==> src/rtl/mul_seq_if.sv <==
// Request/result bundle between the CPU pipeline and the sequential multiplier.
// The CPU drives operands and start; the multiplier returns the product and busy.
interface mul_seq_if #(
  parameter int WIDTH = 32
);
  logic             start;
  logic             sign;
  logic [WIDTH-1:0] a;
  logic [WIDTH-1:0] b;
  logic [WIDTH-1:0] hi;
  logic [WIDTH-1:0] lo;
  logic             busy;

  modport master (output start, output sign, output a, output b,
                  input  hi,    input  lo,   input  busy);
  modport slave  (input  start, input  sign, input  a,  input  b,
                  output hi,    output lo,   output busy);
endinterface

==> src/rtl/mul_seq.sv <==
// Radix-2 shift-add 32x32 multiplier for MULT/MULTU: magnitudes are multiplied over
// WIDTH iterations, then a single fix-up edge applies the sign and writes hi/lo.
module mul_seq #(
  parameter int WIDTH = 32
) (
  input  logic      clk,
  input  logic      reset,
  mul_seq_if.slave  bus
);
  localparam int CNT_W = $clog2(WIDTH);

  typedef enum logic [1:0] {IDLE = 2'd0, RUN = 2'd1, FIX = 2'd2} state_t;

  state_t             state, state_nxt;
  logic [WIDTH-1:0]   mc, mc_nxt;
  logic [WIDTH-1:0]   mp, mp_nxt;
  logic [WIDTH:0]     acc, acc_nxt;
  logic [CNT_W-1:0]   cnt, cnt_nxt;
  logic               neg, neg_nxt;
  logic [WIDTH-1:0]   hi, hi_nxt;
  logic [WIDTH-1:0]   lo, lo_nxt;
  logic               busy, busy_nxt;
  logic [WIDTH:0]     sum;
  logic [2*WIDTH-1:0] prod;

  // Two's-complement magnitude; the most negative value maps to itself as unsigned.
  function automatic logic [WIDTH-1:0] magnitude(input logic [WIDTH-1:0] v,
                                                 input logic sgn);
    if (sgn && v[WIDTH-1]) begin
      return ~v + {{(WIDTH-1){1'b0}}, 1'b1};
    end else begin
      return v;
    end
  endfunction

  // Next-state and datapath: every register holds unless its state updates it.
  always_comb begin
    state_nxt = state;
    mc_nxt    = mc;
    mp_nxt    = mp;
    acc_nxt   = acc;
    cnt_nxt   = cnt;
    neg_nxt   = neg;
    hi_nxt    = hi;
    lo_nxt    = lo;
    busy_nxt  = busy;
    sum       = {(WIDTH+1){1'b0}};
    prod      = {(2*WIDTH){1'b0}};
    case (state)
      IDLE: begin
        if (bus.start) begin
          mc_nxt    = magnitude(bus.a, bus.sign);
          mp_nxt    = magnitude(bus.b, bus.sign);
          neg_nxt   = bus.sign & (bus.a[WIDTH-1] ^ bus.b[WIDTH-1]);
          acc_nxt   = {(WIDTH+1){1'b0}};
          cnt_nxt   = {CNT_W{1'b0}};
          busy_nxt  = 1'b1;
          state_nxt = RUN;
        end else begin
          state_nxt = IDLE;
        end
      end
      RUN: begin
        sum     = acc + (mp[0] ? {1'b0, mc} : {(WIDTH+1){1'b0}});
        // The low sum bit drops into the multiplier register as it shifts out.
        acc_nxt = {1'b0, sum[WIDTH:1]};
        mp_nxt  = {sum[0], mp[WIDTH-1:1]};
        cnt_nxt = cnt + {{(CNT_W-1){1'b0}}, 1'b1};
        if (cnt == CNT_W'(WIDTH-1)) begin
          state_nxt = FIX;
        end else begin
          state_nxt = RUN;
        end
      end
      FIX: begin
        prod = {acc[WIDTH-1:0], mp};
        if (neg) begin
          prod = ~prod + {{(2*WIDTH-1){1'b0}}, 1'b1};
        end else begin
          prod = {acc[WIDTH-1:0], mp};
        end
        hi_nxt    = prod[2*WIDTH-1:WIDTH];
        lo_nxt    = prod[WIDTH-1:0];
        busy_nxt  = 1'b0;
        state_nxt = IDLE;
      end
      default: begin
        busy_nxt  = 1'b0;
        state_nxt = IDLE;
      end
    endcase
  end

  // State register on the falling edge so the CPU samples results on the rising edge.
  always_ff @(negedge clk) begin
    if (!reset) begin
      state <= IDLE;
      mc    <= {WIDTH{1'b0}};
      mp    <= {WIDTH{1'b0}};
      acc   <= {(WIDTH+1){1'b0}};
      cnt   <= {CNT_W{1'b0}};
      neg   <= 1'b0;
      hi    <= {WIDTH{1'b0}};
      lo    <= {WIDTH{1'b0}};
      busy  <= 1'b0;
    end else begin
      state <= state_nxt;
      mc    <= mc_nxt;
      mp    <= mp_nxt;
      acc   <= acc_nxt;
      cnt   <= cnt_nxt;
      neg   <= neg_nxt;
      hi    <= hi_nxt;
      lo    <= lo_nxt;
      busy  <= busy_nxt;
    end
  end

  assign bus.hi   = hi;
  assign bus.lo   = lo;
  assign bus.busy = busy;
endmodule

==> src/flat_wrapper.sv <==
// flat-port wrapper written by rule: the top's interface ports become plain ports
module mul_seq_flat 
#(
  parameter int WIDTH = 32
)
  (clk, reset, bus_start, bus_sign, bus_a, bus_b, bus_hi, bus_lo, bus_busy);
  mul_seq_if #(.WIDTH(WIDTH)) bus_i ();
  input  logic clk;
  input  logic reset;
  input wire logic [$bits(bus_i.start)-1:0] bus_start;
  input wire logic [$bits(bus_i.sign)-1:0] bus_sign;
  input wire logic [$bits(bus_i.a)-1:0] bus_a;
  input wire logic [$bits(bus_i.b)-1:0] bus_b;
  output wire logic [$bits(bus_i.hi)-1:0] bus_hi;
  output wire logic [$bits(bus_i.lo)-1:0] bus_lo;
  output wire logic [$bits(bus_i.busy)-1:0] bus_busy;
  assign bus_i.start = bus_start;
  assign bus_i.sign = bus_sign;
  assign bus_i.a = bus_a;
  assign bus_i.b = bus_b;
  assign bus_hi = bus_i.hi;
  assign bus_lo = bus_i.lo;
  assign bus_busy = bus_i.busy;
  mul_seq #(.WIDTH(WIDTH)) u_core (.clk(clk), .reset(reset), .bus(bus_i));
endmodule
==> config.mk <==
export PLATFORM = sky130hd
export DESIGN_NAME = mul_seq_flat
export DESIGN_NICKNAME = d
export VERILOG_FILES = /design/src/rtl/mul_seq_if.sv /design/src/rtl/mul_seq.sv /design/src/flat_wrapper.sv
export SDC_FILE = /design/constraint.sdc
export NUM_CORES = 1
export LEC_CHECK = 0
export BUFFER_PORTS_ARGS = -buffer_cell sky130_fd_sc_hd__buf_4
export CORE_MARGIN = 3
export CORE_UTILIZATION = 38
export DETAILED_ROUTE_END_ITERATION = 10
export PLACE_DENSITY = 0.55
export REMOVE_ABC_BUFFERS = 1
export SYNTH_ARGS = -nofsm -noshare
export SYNTH_HDL_FRONTEND = slang
export SYNTH_SLANG_ARGS = --single-unit
export TNS_END_PERCENT = 20
==> constraint.sdc <==
create_clock -name clk -period 4.8 [get_ports clk]
set_clock_uncertainty 0.05 [all_clocks]
set_input_delay 0.48 -clock clk [delete_from_list [all_inputs] [get_ports clk]]
set_output_delay 0.48 -clock clk [all_outputs]
set_load 0.03 [all_outputs]
# [Word-level counts from Yosys, hierarchy flattened]
# Cells that the tools add are included.
[totals] latch_bits=0 output_inout_bits=65 input_bits=68 romBits=0 ram_bits=0 reg_bits=170 word_cells=46 mem_count=0
[op_classes] mux=15 div_mod_pow=0 n_lt_le_gt_ge=0 n_eq_ne=4 n_reduce_logical=7 n_shift=0 mul=0 add_sub_neg=5 bitwise_logic=6
[ops] operator="$mux W32" n=4
[ops] operator="$pmux W33 S2" n=1
[ops] operator="$add A32 B1 Y32 const B" n=2
[ops] operator="$add A64 B1 Y64 const B" n=1
[ops] operator="$mux W64" n=1
[ops] operator="$not A32 Y32" n=2
[ops] operator="$not A64 Y64" n=1
[ops] operator="$pmux W32 S2" n=1
[ops] operator="$add A33 B33 Y33" n=1
[ops] operator="$mux W33" n=1
[ops] operator="$pmux W5 S2" n=1
[ops] operator="$reduce_and A2 Y1" n=3
[ops] operator="$add A5 B1 Y5 const B" n=1
[ops] operator="$eq A5 B5 Y1 const B" n=1
[ops] operator="$mux W5" n=1
[ops] operator="$pmux W2 S2" n=1
[ops] operator="$eq A2 B1 Y1 const B" n=1
[ops] operator="$eq A2 B2 Y1 const B" n=1
[ops] operator="$logic_and A1 B1 Y1" n=2
[ops] operator="$logic_not A2 Y1" n=1
[ops] operator="$mux W1" n=2
[ops] operator="$mux W2" n=1
[ops] operator="$ne A2 B2 Y1 const B" n=1
[ops] operator="$pmux W1 S2" n=1
[ops] operator="4 further kinds" n=4

# [Depth between registers and ports, before layout]
[depth] depth_word=5 depth_mapped=15 mapped_depth_nobuf=13

==> results.yml <==
worst_hold_path:
  hold_path.class: "reg2reg"
routing:
  drt_iter0_drc: 660
  drc: 0
  first_pass_iters: 8
  via_per_inst: 5.258
  vias: 10205
  final_antenna_net_count: 0
  wl_um: 29510
  wl_per_cell_um: 15.20
sta:
  finalHoldViolations: 0
  timing.hold.ws_ns: 0.4078
  timing.slew.headroom: 0.2091
  rsz0062_at_grt: "true"
  finalSetupViolCount: 14
  fin_ws_ns: -0.3172
  worst_slew_pin_slew_ns: 1.186
  drv_slew: 0
  finalSetupTns_ns: -3.691
synth:
  yosys.area_share.simple: 0.2070
  yosys_most_used_dff: "dfxtp_1"
  synth_common_cells: "174 x nand2_1, 169 x dfxtp_1, 108 x xor2_1"
  synth-compound-area-share: 0.2620
  synthAdderAreaFrac: 0.04605
  synth.top_cell.area_share: 0.3226
  synthArstFlopShare: 0
  synth_edf_count: 0
  synth_top_family_by_area: "compound AO/OA/AOI/OAI gates"
  syn_area_per_cell_um2: 8.265
  synth-xor-area-share: 0.1236
  postSynthRegisterBits: 169
  yosysWarnings: 0
  synth.mux.area_fraction: 0
  synthDistinctLibCells: 63
  synth_area_leaders: "dfxtp_1 32%, xor2_1 9.0%, o211a_1 7.5%"
  synthCells: 1269
  yosys.area.top_type: "dfxtp_1"
  synth_area_um2: 10490
  seq_area_frac_synth: 0.3226
  synth_most_common_cell: "nand2_1"
grt:
  gr-total-overflow: 0
  antenna_found_initial: 0
  grt_pass1_wl_um: 47440
  grt_start_max_net_pins: 66
  grt_pass1_vias: 10062
  track_usage: 0.1968
placed_design:
  hpwlAfterDp_um: 21210
  place_area_um2: 12240
  portBuffers: 132
  dp_slack_ns: -0.9666
  place_congestion: 0.8860
  place_inst: 1740
critical_path:
  worst_path_max_delay_cell: "or4_4"
  end_kind: "register"
  cp_cell_sequence: "buf_6, or4_4, or3_4, or4_4, buf_4, or3_4, o31ai_4, xor2_1, nand2_1, o211a_1"
  critPathMaxStageDelay_ns: 0.52
  cp.required_ns: 2.70
  worstSetupStartpointType: "primary input"
  crit_type: "in2reg"
  cp_data_arrival_time_ns: 3.01
  worstPathMaxFanout: 4
layout:
  final_cells: 1941
  drive_gt1_frac: 0.1756
  n_antenna_cell: 0
  final_core_util: 0.5043
  stdcell_area_um2: 13630
  syn_to_final_growth_pct: 29.94
  fin_nets: 1693
clock_tree:
  cts_tree: "yes"
  hold_buffers: 0
  cts_buffers: 17
  clockBufferDepth: 2
  cts_root_buf: "clkbuf_16"
  worstSkewPairLatency_ns: 0.47
  htree_levels: 4
  cts.clk_slew.worst_paths_ns: 0.04
  clock_sinks: 169
floorplan:
  core_um2: 27030
  rows: 60
  initial_utilization: 0.3881
  io_pins: 133
  die_h_um: 172.1
  die_w_um: 172.1
  fp.dieArea_um2: 29630
power_and_ir_drop:
  p_total_mw: 4.040
  p_leak_nw: 7.112
  vdd_ir_drop_max_mv: 0.2224
  powerDensity_nw_per_um2: 296.4
job:
  max-cap-violations: 0
run_status:
  violations: "setup timing"
  status: "complete, but fails checks"
[path summary, 6_finish.rpt]
kind	slack, ns	cells past startpoint	end	start
setup / recovery	-0.32	10	u_core.mc[30]	bus_a[10]
hold / removal	0.41	2	u_core.mc[31]	u_core.mc[31]
setup reg to reg	1.27	9	u_core.bus.hi[25]	u_core.mp[22]
hold reg to reg	0.41	2	u_core.mc[31]	u_core.mc[31]
[where the power goes]
part,total [mW],switching (mW),internal (mW)
combinational,0.529,0.292,0.237
sequential,1.52,0.0601,1.46
clock,1.99,1.00,0.982
[cell families (layout without fill, tap and decap cells)]
group,count (synthesis),in the layout
and+or+nand+nor,432,432
adders and majority gates,38,38
xor gates and xnor gates,148,148
buffers and inverters,107,438
DFF,169,169
AOI/OAI and AO/OA,375,375
[registers in the layout, indices dropped and copies added, names as in the netlist]
signal / cells
u_core.bus.busy: 1
u_core.state: 2
u_core.bus.lo: 32
u_core.mc: 32
u_core.cnt: 5
u_core.neg: 1
u_core.mp: 32
u_core.acc: 32
u_core.bus.hi: 32
[timing repair]
action / CTS / global route
setup buffers: 0 / 1
setup endpoints to repair: 14 / 14
pin swaps: 12 / 7
gates resized for setup: 27 / 3
cloned: 0 / 0
endpoints found under the hold margin: 0 / 0
[routing by layer]
layer,wire [um],part of all wire,global-route usage
met5,0,0,0
met1,13980,0.47,0.2477
met4,628,0.021,0.09441
met2,13680,0.46,0.3156
met3,1222,0.041,0.05030
[cells in the final DEF (no fill, tap or decap), drive strengths merged, types with 3 or more instances in the layout]
| cell | netlist | layout |
|---|---|---|
| or4 | 9 | 9 |
| o21bai | 4 | 4 |
| dfxtp | 169 | 169 |
| o41ai | 13 | 13 |
| nand2 | 174 | 174 |
| clkbuf | 68 | 17 |
| nand4 | 8 | 8 |
| buf | 16 | 215 |
| a41oi | 3 | 3 |
| o221ai | 9 | 9 |
| a21o | 14 | 14 |
| ha | 37 | 37 |
| nand3 | 19 | 19 |
| a222oi | 20 | 20 |
| or3 | 17 | 17 |
| clkinv | 0 | 4 |
| and3 | 8 | 8 |
| a21oi | 68 | 68 |
| and2 | 40 | 40 |
| nor2b | 47 | 47 |
| or2 | 3 | 3 |
| nand2b | 16 | 16 |
| a22oi | 15 | 15 |
| o31ai | 31 | 31 |
| xnor2 | 40 | 40 |
| inv | 23 | 200 |
| a21boi | 8 | 8 |
| a211oi | 3 | 3 |
| xor2 | 108 | 108 |
| o21ai | 79 | 79 |
| nor2 | 50 | 50 |
| a31oi | 11 | 11 |
| nor3 | 18 | 18 |
| o211ai | 7 | 7 |
| nor4 | 11 | 11 |
| o211a | 79 | 79 |
[worst max-delay path, delay by kind of cell]
kind | cells | cell delay (ns)
simple gates | 5 | 1.73
compound gates | 2 | 0.39
buf+inv | 2 | 0.24
xor+xnor | 1 | 0.17
[layout make-up]
cell class,count,area (um^2)
fillers,2679,13400
flip-flops and latches,169,3385
clock inverters,184,823.3
inverters,22,82.58
multi-input cells,993,6833
clock buffers,17,425.4
repair buffers,215,1654
well taps,341,426.7
(Power assumes the default switching activity.)
